===== src/rtl/lane_gather_if.sv =====
// Lane-gather handshake bundle.
// Producer side: lane_mask, in_valid/in_ready, in_data, in_last.
// Consumer side: out_valid/out_ready, out_data, out_lanes.
// Status: err_short, err_long (one-cycle pulses), word_cnt (saturating).
// master = the environment (producer + consumer), slave = lane_gather.
interface lane_gather_if #(
    parameter int unsigned LANE_W    = 12,
    parameter int unsigned NUM_LANES = 3,
    parameter int unsigned OUT_W     = 41
);
    logic [NUM_LANES-1:0] lane_mask;
    logic                 in_valid;
    logic                 in_ready;
    logic [LANE_W-1:0]    in_data;
    logic                 in_last;
    logic                 out_valid;
    logic                 out_ready;
    logic [OUT_W-1:0]     out_data;
    logic [NUM_LANES-1:0] out_lanes;
    logic                 err_short;
    logic                 err_long;
    logic [15:0]          word_cnt;

    modport master (
        output lane_mask, in_valid, in_data, in_last, out_ready,
        input  in_ready, out_valid, out_data, out_lanes, err_short, err_long, word_cnt
    );

    modport slave (
        input  lane_mask, in_valid, in_data, in_last, out_ready,
        output in_ready, out_valid, out_data, out_lanes, err_short, err_long, word_cnt
    );
endinterface


===== src/rtl/lane_gather.sv =====
// Reassembles a wide word from a serial stream of LANE_W-bit lane beats.
// Ports: clk, rst_n (async active-low), bus (lane_gather_if.slave):
//   input side  lane_mask/in_valid/in_ready/in_data/in_last,
//   output side out_valid/out_ready/out_data/out_lanes,
//   status      err_short/err_long pulses, word_cnt (saturating).
// Beats fill the enabled lanes lowest-first; disabled/unfilled lanes and bits
// above NUM_LANES*LANE_W read as zero. Input and output phases never overlap.
module lane_gather #(
    parameter int unsigned LANE_W    = 12,
    parameter int unsigned NUM_LANES = 3,
    parameter int unsigned OUT_W     = 41
) (
    input  logic           clk,
    input  logic           rst_n,
    lane_gather_if.slave   bus
);
    localparam int unsigned DATA_W = NUM_LANES * LANE_W;

    typedef enum logic [1:0] {IDLE, COLLECT, HOLD} state_t;

    state_t               state;
    logic [NUM_LANES-1:0] word_mask;
    logic [NUM_LANES-1:0] filled;
    logic [DATA_W-1:0]    asm_q;
    logic                 in_ready_q;
    logic                 out_valid_q;
    logic                 err_short_q;
    logic                 err_long_q;
    logic [15:0]          word_cnt_q;

    logic [NUM_LANES-1:0] eff_mask_c;
    logic [NUM_LANES-1:0] rem_c;
    logic [NUM_LANES-1:0] pick_c;
    logic [NUM_LANES-1:0] rem_after_c;
    logic [DATA_W-1:0]    asm_next_c;
    logic                 accept_c;
    logic                 final_c;
    logic                 done_c;

    // Target lane = lowest enabled lane not yet written this word.
    // In IDLE the live mask applies (zero means all lanes); afterwards the latched one.
    always_comb begin
        eff_mask_c = word_mask;
        if (state == IDLE) begin
            eff_mask_c = (bus.lane_mask == '0) ? {NUM_LANES{1'b1}} : bus.lane_mask;
        end
        rem_c       = eff_mask_c & ~filled;
        pick_c      = rem_c & (~rem_c + NUM_LANES'(1));
        rem_after_c = rem_c & ~pick_c;
        accept_c    = bus.in_valid && in_ready_q;
        final_c     = (rem_after_c == '0);
        done_c      = accept_c && (final_c || bus.in_last);
        asm_next_c  = asm_q;
        for (int unsigned i = 0; i < NUM_LANES; i++) begin
            if (pick_c[i]) begin
                asm_next_c[i*LANE_W +: LANE_W] = bus.in_data;
            end
        end
    end

    // Control FSM with all outputs registered.
    always_ff @(posedge clk or negedge rst_n) begin
        if (!rst_n) begin
            state       <= IDLE;
            word_mask   <= '0;
            filled      <= '0;
            asm_q       <= '0;
            in_ready_q  <= 1'b0;
            out_valid_q <= 1'b0;
            err_short_q <= 1'b0;
            err_long_q  <= 1'b0;
            word_cnt_q  <= '0;
        end else begin
            err_short_q <= 1'b0;
            err_long_q  <= 1'b0;
            case (state)
                IDLE, COLLECT: begin
                    in_ready_q <= 1'b1;
                    if (accept_c) begin
                        if (state == IDLE) begin
                            word_mask <= eff_mask_c;
                        end
                        asm_q  <= asm_next_c;
                        filled <= filled | pick_c;
                        if (done_c) begin
                            state       <= HOLD;
                            in_ready_q  <= 1'b0;
                            out_valid_q <= 1'b1;
                            err_short_q <= bus.in_last && !final_c;
                            err_long_q  <= final_c && !bus.in_last;
                        end else begin
                            state <= COLLECT;
                        end
                    end
                end
                HOLD: begin
                    if (bus.out_ready) begin
                        state       <= IDLE;
                        in_ready_q  <= 1'b1;
                        out_valid_q <= 1'b0;
                        asm_q       <= '0;
                        filled      <= '0;
                        if (word_cnt_q != 16'hFFFF) begin
                            word_cnt_q <= word_cnt_q + 16'd1;
                        end
                    end
                end
                default: begin
                    state <= IDLE;
                end
            endcase
        end
    end

    assign bus.in_ready  = in_ready_q;
    assign bus.out_valid = out_valid_q;
    assign bus.out_data  = OUT_W'(asm_q);
    assign bus.out_lanes = filled;
    assign bus.err_short = err_short_q;
    assign bus.err_long  = err_long_q;
    assign bus.word_cnt  = word_cnt_q;
endmodule


===== src/flat_wrapper.sv =====
// flat-port wrapper written by rule: the top's interface ports become plain ports
module lane_gather_flat 
#(
    parameter int unsigned LANE_W    = 12,
    parameter int unsigned NUM_LANES = 3,
    parameter int unsigned OUT_W     = 41
)
  (clk, rst_n, bus_lane_mask, bus_in_valid, bus_in_data, bus_in_last, bus_out_ready, bus_in_ready, bus_out_valid, bus_out_data, bus_out_lanes, bus_err_short, bus_err_long, bus_word_cnt);
  lane_gather_if #(.LANE_W(LANE_W), .NUM_LANES(NUM_LANES), .OUT_W(OUT_W)) bus_i ();
  input  logic clk;
  input  logic rst_n;
  input wire logic [$bits(bus_i.lane_mask)-1:0] bus_lane_mask;
  input wire logic [$bits(bus_i.in_valid)-1:0] bus_in_valid;
  input wire logic [$bits(bus_i.in_data)-1:0] bus_in_data;
  input wire logic [$bits(bus_i.in_last)-1:0] bus_in_last;
  input wire logic [$bits(bus_i.out_ready)-1:0] bus_out_ready;
  output wire logic [$bits(bus_i.in_ready)-1:0] bus_in_ready;
  output wire logic [$bits(bus_i.out_valid)-1:0] bus_out_valid;
  output wire logic [$bits(bus_i.out_data)-1:0] bus_out_data;
  output wire logic [$bits(bus_i.out_lanes)-1:0] bus_out_lanes;
  output wire logic [$bits(bus_i.err_short)-1:0] bus_err_short;
  output wire logic [$bits(bus_i.err_long)-1:0] bus_err_long;
  output wire logic [$bits(bus_i.word_cnt)-1:0] bus_word_cnt;
  assign bus_i.lane_mask = bus_lane_mask;
  assign bus_i.in_valid = bus_in_valid;
  assign bus_i.in_data = bus_in_data;
  assign bus_i.in_last = bus_in_last;
  assign bus_i.out_ready = bus_out_ready;
  assign bus_in_ready = bus_i.in_ready;
  assign bus_out_valid = bus_i.out_valid;
  assign bus_out_data = bus_i.out_data;
  assign bus_out_lanes = bus_i.out_lanes;
  assign bus_err_short = bus_i.err_short;
  assign bus_err_long = bus_i.err_long;
  assign bus_word_cnt = bus_i.word_cnt;
  lane_gather #(.LANE_W(LANE_W), .NUM_LANES(NUM_LANES), .OUT_W(OUT_W)) u_core (.clk(clk), .rst_n(rst_n), .bus(bus_i));
endmodule

===== config.mk =====
export PLATFORM = sky130hd
export DESIGN_NAME = lane_gather_flat
export DESIGN_NICKNAME = d
export VERILOG_FILES = /design/src/rtl/lane_gather_if.sv /design/src/rtl/lane_gather.sv /design/src/flat_wrapper.sv
export SDC_FILE = /design/constraint.sdc
export NUM_CORES = 1
export LEC_CHECK = 0
export CORE_AREA = 2 2 103 105
export CTS_CLUSTER_DIAMETER = 120
export CTS_CLUSTER_SIZE = 16
export DETAILED_ROUTE_END_ITERATION = 12
export DIE_AREA = 0 0 105 107
export PLACE_DENSITY_LB_ADDON = 0.12
export SYNTH_ARGS = -nofsm -noshare
export SYNTH_HDL_FRONTEND = slang
export SYNTH_SLANG_ARGS = --single-unit

===== constraint.sdc =====
create_clock -name clk -period 2.81 [get_ports clk]
set_input_delay 0.562 -clock clk [delete_from_list [all_inputs] [get_ports clk]]
set_output_delay 0.562 -clock clk [all_outputs]
set_load 0.01 [all_outputs]

== Yosys cells after proc, flatten, opt, wreduce, memory -nomap -nowiden ==
Index checks and enable logic that the tools add are counted.

* Add/sub/neg operators: 2
* Equal/unequal tests: 9
* Multiplexer cells: 29
* Bitwise operators: 7
* Reduce and logical (&&, ||, !) cells: 21

{| class="wikitable"
|+ Operator list
! cell !! number
|-
| $mux W36 || 2
|-
| $pmux W36 S2 || 1
|-
| $mux W12 || 3
|-
| $add A16 B1 Y16 const B || 1
|-
| $ne A16 B16 Y1 const B || 1
|-
| $reduce_and A4 Y1 || 4
|-
| $mux W1 || 12
|-
| $mux W3 || 4
|-
| $ne A2 B1 Y1 const B || 5
|-
| $and A3 B3 Y3 || 3
|-
| $not A3 Y3 || 3
|-
| $reduce_and A3 Y1 || 3
|-
| $logic_not A3 Y1 || 2
|-
| $mux W2 || 3
|-
| $pmux W3 S2 || 1
|-
| $logic_and A1 B1 Y1 || 4
|-
| $pmux W1 S2 || 2
|-
| $pmux W2 S2 || 1
|-
| $reduce_and A2 Y1 || 2
|-
| $add A3 B1 Y3 const B || 1
|-
| $or A3 B3 Y3 || 1
|-
| $eq A2 B1 Y1 const B || 1
|-
| $eq A2 B2 Y1 const B || 1
|-
| $logic_not A1 Y1 || 2
|-
| other kinds (5) || 5
|}

* Register bits after elaboration: 64
* Output and inout port bits: 64
* Word-level logic and storage cells: 79

== Longest topological paths before layout ==
Gate-level depths: netlist of the first run.

* Word-level depth: 15
* Depth in mapped cells: 7

== Worst setup path before layout of the first run ==
OpenSTA, ideal clock, no wires.

* Path kind: input to register
* Start: input port bus_lane_mask[1]
* End: register u_core.asm_q[26]
* Library setup time: 0.123 ns
* Arrival: 1.865 ns
* Data required time: 2.687 ns
* Setup slack: 0.823 ns
* Stages: 6
* Cell sequence: or3_4 o221ai_4 or3b_1 buf_6 buf_12 mux2i_1

* Word-level cells in the longest chain between the ends: 9

{| class="wikitable"
|+ Ends and longest elaborated chain
! what !! RTL line !! RTL
|-
| from (decl) || flat_wrapper.sv:12 || <nowiki>input wire logic [$bits(bus_i.lane_mask)-1:0] bus_lane_mask;</nowiki>
|-
| $logic_not A3 Y1 || lane_gather.sv:45 || <nowiki>eff_mask_c = (bus.lane_mask == '0) ? {NUM_LANES{1'b1}} : bus.lane_mask;</nowiki>
|-
| $mux W3 (*) || lane_gather.sv:45 ||
|-
| $mux W3 (*) || lane_gather.sv:44 || <nowiki>if (state == IDLE) begin</nowiki>
|-
| $and A3 B3 Y3 (*) || lane_gather.sv:47 || <nowiki>rem_c = eff_mask_c & ~filled;</nowiki>
|-
| $not A3 Y3 || lane_gather.sv:48 || <nowiki>pick_c = rem_c & (~rem_c + NUM_LANES'(1));</nowiki>
|-
| $add A3 B1 Y3 || lane_gather.sv:48 ||
|-
| $and A3 B3 Y3 (*) || lane_gather.sv:48 ||
|-
| $ne A2 B1 Y1 (no line) (*) || n/a ||
|-
| $reduce_and A4 Y1 (no line) (*) || n/a ||
|-
| to (signal assigned) || lane_gather.sv:83 || <nowiki>asm_q <= asm_next_c;</nowiki>
|-
| to (decl) || lane_gather.sv:24 || <nowiki>logic [DATA_W-1:0] asm_q;</nowiki>
|}

Every way passes the cells marked *; elsewhere a longest branch is shown, timed or not.
A chain may end at the register's enable or synchronous reset.

== Final worst setup path of the first run ==
* Start: input port bus_lane_mask[1]
* End: register u_core.asm_q[28]

Same word-level chain as after synthesis.

==> reports/metrics.yaml, run 1 <==
setup_viol: 0
initial_core_util_pct: 29.6
grt_pass1_vias: 2349
nets: 389
routedWlPerCell_um: 14.4
fillers: 1068
portBuffers: 78
slowest_delay_ns: 0.46
rsz0062_at_grt: "no"
worstMarginPinSlew_ns: 0.688
htree_num_levels: 3
dr.first_iter.drc_count: 39
setup_tns_ns: 0
numCtsBuffers: 9
worst-setup-path-type: "in2reg"
ys_warn_count: 0
period_needed_ns: 2.16
final.setup_skew_ns: 0.0120
hold_ws_ns: 0.265
ir_drop_mv: 0.331
crit_path_end: "u_core.asm_q[28]"
drtAntennaViolNets: 0
grt_pass1_wl_um: 11900
coreArea_um2: 10100
io_pins: 84
cp-startpoint: "bus_lane_mask[1]"
routabilityCongestion: 0.750
grt_util_all_layers_pct: 13.6
drc_errors: 0
rrSetupSlack_ns: 0.84
fin_crit_sh_pct: 76.7
fmax_mhz: 464
grt_max_degree: 37
syn_inst: 288
grt_overflow: 0
p_leak_nw: 1.87
firstDrtPassIters: 4
final_cell_mix: "clkdlybuf4s50_1 (77), dfrtp_1 (64), nand2_1 (56)"
cts_tree: "done"
vias_per_cell: 4.52
clk-insertion-delay-late_ns: 0.34
layout_commonest_cell: "clkdlybuf4s50_1"
cp_max_fo: 13
yosysUniqueCellTypes: 47
die_area_um2: 11200
ctsResizeCount: 0
timing.rr.start: "u_core.state[1]"
wl_um: 7310
ctsLongestPathBuffers: 2
synth.avg_cell_area_um2: 10.4
clk_pin_slew_worst_paths_ns: 0.07
cts_sinks: 64
reg2reg_to: "u_core.asm_q[12]"
crit_slowest_cell: "clkdlybuf4s50_1"
die_w_um: 105
arrival_ns: 2.36
dp_hpwl_um: 5190
critPathLaunchType: "primary input"
multi_input_area_um2: 1230
status: "completed"
path_cells: "clkdlybuf4s50_1 -> or3_4 -> o221ai_4 -> or3b_1 -> buf_4 -> mux2i_1"
worstPathRequired_ns: 3.02
placementRows: 37
ys_async_sr_fraction_pct: 100
ys_ff_latch: 64
root_buffer: "clkbuf_8"
synth-edff-count: 0
r2r_cells: 4
syn_to_final_growth_pct: 37.2
powerDensity_nw_per_um2: 945
ys_seq_area_share_pct: 53.6
antenna_found_initial: 0
syn-cell-area_um2: 2990
cap_violations: 0
seq_area_um2: 1600
crit_path_end_kind: "register"
dr_total_vias: 2299
hold_buffers: 0
final-hold-violation-count: 0
post_cts_buffers: 0
diodes: 0
die_h_um: 107
maxSlewViolCount: 0
relSlewSlack_pct: 54.2
drive_gt1_share_pct: 9.12
synth-main-ff-cell: "dfrtp_1"
hp-class: "in2async"
[report_power, final]
part,leakage (nW),total [mW],switching [mW],internal (mW)
logic,0.929,1.55,0.740,0.810
registers,0.836,1.46,0.236,1.22
clock network,0.104,0.869,0.368,0.501
total,1.87,3.87,1.34,2.53
[state kept, by name, indices dropped and copies added, names as in the netlist]
register	cells
u_core.state	2
u_core.bus.err_short	1
u_core.bus.in_ready	1
u_core.asm_q	36
u_core.bus.word_cnt	16
u_core.bus.out_lanes	3
u_core.bus.err_long	1
u_core.word_mask	3
u_core.bus.out_valid	1
[kinds of logic (layout without fill, tap and decap cells)]
| family | count (synthesis) | count (layout) | synth area share, % |
|---|---|---|---|
| AND/OR/NAND/NOR | 109 | 109 | 17.5 |
| AO/OA/AOI/OAI | 41 | 41 | 9.76 |
| buffers and inverters | 33 | 114 | 6.03 |
| XOR/XNOR | 13 | 13 | 3.81 |
| multiplexers | 25 | 25 | 8.42 |
| flip-flops | 64 | 64 | 53.6 |
| other | 1 | 5 | 0.126 |
| adder cells (fa/ha/maj) | 2 | 2 | 0.754 |
[critical path, delay by kind of cell]
family / cells / cell delay (ns)
AO/OA/AOI/OAI: 1 / 0.19
buffers and inverters: 2 / 0.67
multiplexers: 1 / 0.15
AND/OR/NAND/NOR: 2 / 0.78
[cells in the mapped netlist, types with 2 or more instances]
library cell / number / area share (%)
nor3b_1: 2 / 0.50
mux2i_1: 24 / 8.0
xor2_1: 4 / 1.2
or2_2: 3 / 0.63
o31ai_1: 3 / 0.75
and4_1: 2 / 0.59
or4_1: 2 / 0.50
nand4_1: 5 / 1.0
o21ba_2: 2 / 0.67
or3_1: 3 / 0.63
xnor2_1: 9 / 2.6
and3b_2: 2 / 0.67
nor2_1: 15 / 1.9
buf_4: 6 / 1.5
o21ai_0: 15 / 2.5
clkbuf_1: 6 / 0.75
o211ai_1: 3 / 0.75
nor3_1: 2 / 0.34
buf_2: 2 / 0.34
nand3_1: 8 / 1.3
buf_6: 2 / 0.75
dfrtp_1: 64 / 54
nand3b_1: 3 / 0.75
inv_1: 15 / 1.9
nand2_1: 56 / 7.0
a21oi_1: 9 / 1.5
[worst min path at each step]
stage	start	to	slack, ns	cells after the start
2_1_floorplan	rst_n	u_core.asm_q[0]	0.27	0
3_3_place_gp	u_core.bus.word_cnt[13]	u_core.bus.word_cnt[13]	0.51	1
3_5_place_dp	u_core.bus.word_cnt[13]	u_core.bus.word_cnt[13]	0.51	1
4_1_cts	rst_n	u_core.bus.word_cnt[6]	0.28	1
5_1_grt	rst_n	u_core.bus.word_cnt[6]	0.30	1
6_report	rst_n	u_core.bus.word_cnt[6]	0.27	1
[stage by stage]
| stage | total power [mW] | setup WS (ns) | util [%] | instance area (um2) | std cells |
|---|---|---|---|---|---|
| final | 3.87 | 0.654 | 40.6 | 4100 | 509 |
| after global routing | 4.14 | 0.578 | 40.6 | 4100 | 509 |
| after CTS | 3.95 | 0.671 | 40.6 | 4100 | 509 |
| after detailed placement | 3.04 | 0.308 | 38.5 | 3890 | 493 |
| after global placement | 3.03 | 0.341 | 38.5 | 3890 | 493 |
| after floorplan | 2.28 | 0.823 | - | 3000 | 292 |
[metal layers]
metal	share of wire, %	global-route usage (%)
met4	0.96	6.00
met1	48	17.5
met3	3.6	2.98
met5	0	0
met2	48	21.9
[layout make-up]
class / count / share of cell area, %
well taps: 136 / 4.15
inverters: 15 / 1.37
clock inverters: 5 / 1.98
flip-flops and latches: 64 / 39.1
clock buffers: 11 / 3.21
multi-input cells: 195 / 30.1
repair buffers: 83 / 20.1
(Power assumes the default switching activity.)
==> run 2, diff against run 1 <==
==> constraint.sdc (replaced) <==
create_clock -name clk -period 1.9 [get_ports clk]
set_input_delay 0.38 -clock clk [delete_from_list [all_inputs] [get_ports clk]]
set_output_delay 0.38 -clock clk [all_outputs]
set_load 0.01 [all_outputs]
==> run 2 against run 1 <==
Die area unchanged; final area rose by 4.4%; non-clock buffer count up 21; count of clock-buffer cells in the layout down 2; register-to-register slack lost 0.74 ns; final cell count grew 3.9%; critical path depth down 1; total power rose by 52%; first-iteration DRC count grew 36%; core utilization grew 1.8 points.
==> reports/metrics.yaml, run 2 (synthesized netlist as in run 1, its figures left out) <==
arrival_ns: 2.02  # -0.34 ns
p_seq_share_pct: 35.7  # -1.9 points
io_pins: 84  # unchanged
power.total_mw: 5.88  # +52%
wl_um: 7390  # +1.1%
worstMarginPinSlew_ns: 0.588  # -0.0993 ns
cts_sinks: 64  # unchanged
switching_share_pct: 34.8  # +0.12 points
numCtsBuffers: 9  # unchanged
clkPwrFrac_pct: 19.6  # -2.8 points
antenna_found_initial: 0  # unchanged
multi_input_area_um2: 1240  # +0.61%
comb_power_share_pct: 44.6  # +4.6 points
worstPathRequired_ns: 2.12  # -0.90 ns
relSlewSlack_pct: 60.4  # +6.3 points
rsz0062_at_grt: "no"
grt_max_degree: 65  # +76%
root_buffer: "clkbuf_8"
cp_max_fo: 13  # unchanged
routedWlPerCell_um: 14.0  # -2.7%
seq_area_um2: 1600  # +0.16%
final-hold-violation-count: 0  # unchanged
ir_drop_mv: 0.475  # +44%
maxSlewViolCount: 0  # unchanged
syn_to_final_growth_pct: 43.3
regMostFlops: "u_core.asm_q"
routabilityCongestion: 0.764  # +1.8%
grt_pass1_vias: 2418  # +2.9%
die_h_um: 107  # unchanged
vias_per_cell: 4.45  # -1.4%
grt_util_all_layers_pct: 13.7  # +0.15 points
powerDensity_nw_per_um2: 1370  # +45%
place_inst: 514  # +4.3%
drtAntennaViolNets: 0  # unchanged
initial_core_util_pct: 29.6  # unchanged
internal-power_mw: 3.83  # +51%
placementRows: 37  # unchanged
worst-setup-path-type: "reg2reg"
fin_cells: 529  # +3.9%
portBuffers: 78  # unchanged
dr.first_iter.drc_count: 53  # +36%
dp_hpwl_um: 5180  # -0.20%
critPathLaunchType: "register"
clk_pin_slew_worst_paths_ns: 0.08  # about the same
drive_gt1_share_pct: 15.3  # +6.2 points
place_ws_ns: -0.344  # -0.651 ns
fillers: 1046  # -2.1%
htree_num_levels: 3  # unchanged
firstDrtPassIters: 4  # unchanged
dr_total_vias: 2355  # +2.4%
final_cell_mix: "clkdlybuf4s50_1 (76), dfrtp_1 (62), nand2_1 (56)"
die_w_um: 105  # unchanged
final_cell_area_um2: 4280  # +4.4%
crit_path_end_kind: "register"
status: "completed"
fin_crit_sh_pct: 94.9
hold_ws_ns: 0.0440  # -0.221 ns
coreArea_um2: 10100  # unchanged
nets: 410  # +5.4%
setup_viol: 0  # unchanged
die_area_um2: 11200  # unchanged
cap_violations: 0  # unchanged
setup_tns_ns: 0  # unchanged
dpl_cell_area_um2: 4080  # +5.0%
grt_overflow: 0  # unchanged
cts_tree: "done"
period_needed_ns: 1.80
clk-insertion-delay-late_ns: 0.34  # about the same
final_util_pct: 42.4  # +1.8 points
hold_buffers: 0  # unchanged
final.setup_skew_ns: 0.00865  # -0.00336 ns
p_leak_nw: 1.99  # +6.4%
layout_commonest_cell: "clkdlybuf4s50_1"
power_switching_mw: 2.05  # +52%
drc_errors: 0  # unchanged
largest_reg_flops: 36  # unchanged
ctsLongestPathBuffers: 2  # unchanged
fin_ws_ns: 0.0970  # -0.557 ns
grt_pass1_wl_um: 12200  # +1.8%
fmax_mhz: 555
diodes: 0  # unchanged
hp-class: "in2async"
==> run 2: cell type report <==
| type | count | area share, % |
|---|---|---|
| clock buffers | 9 | 2.89 |
| clock inverters | 6 | 1.43 |
| inverters | 15 | 1.32 |
| multi-input cells | 195 | 29.0 |
| flip-flops and latches | 64 | 37.5 |
| well taps | 136 | 3.98 |
| repair buffers | 104 | 23.9 |
==> run 2: power by group through the flow <==
stage | combinational (mW) | clock, mW | sequential [mW]
finish | 2.62 | 1.15 | 2.10
global route | 2.87 | 1.24 | 2.17
CTS | 2.66 | 1.19 | 2.11
detailed placement | 2.65 | 0 | 2.13
global placement | 2.63 | 0 | 2.12
floorplan | 1.10 | 0 | 2.28
==> run 2: path summary, 6_finish.rpt <==
kind	from	endpoint	slack [ns]	cells after the start
max in group asynchronous	rst_n	u_core.state[0]	1.54	2
hold / removal	rst_n	u_core.bus.word_cnt[6]	0.04	2
min in group clk	bus_lane_mask[1]	u_core.word_mask[2]	0.49	4
setup reg to reg	u_core.state[0]	u_core.asm_q[25]	0.1	5
setup / recovery	u_core.state[0]	u_core.asm_q[25]	0.1	5
hold reg to reg	u_core.bus.word_cnt[13]	u_core.bus.word_cnt[13]	0.52	1
==> run 2: timing repair <==
| action | 4_1_cts | 5_1_grt |
|---|---|---|
| setup buffers | 0 | 0 |
| endpoints found under the setup margin | 0 | 15 |
| resized for setup | 0 | 5 |
==> run 2: layer usage <==
layer	GRT usage, %	part of all wire, %	up-vias
li1	-	-	1172
met1	18.4	48	1132
met2	21.5	48	46
met3	3.53	3.6	5
met4	4.86	0.78	0
met5	0	0	-
==> run 2: critical path: stages, from the launching register on <==
cell      delay (ns)
dfrtp_2         0.47
or3_4           0.36
o221ai_4        0.15
or3b_4          0.41
buf_12          0.16
mux2i_1         0.12
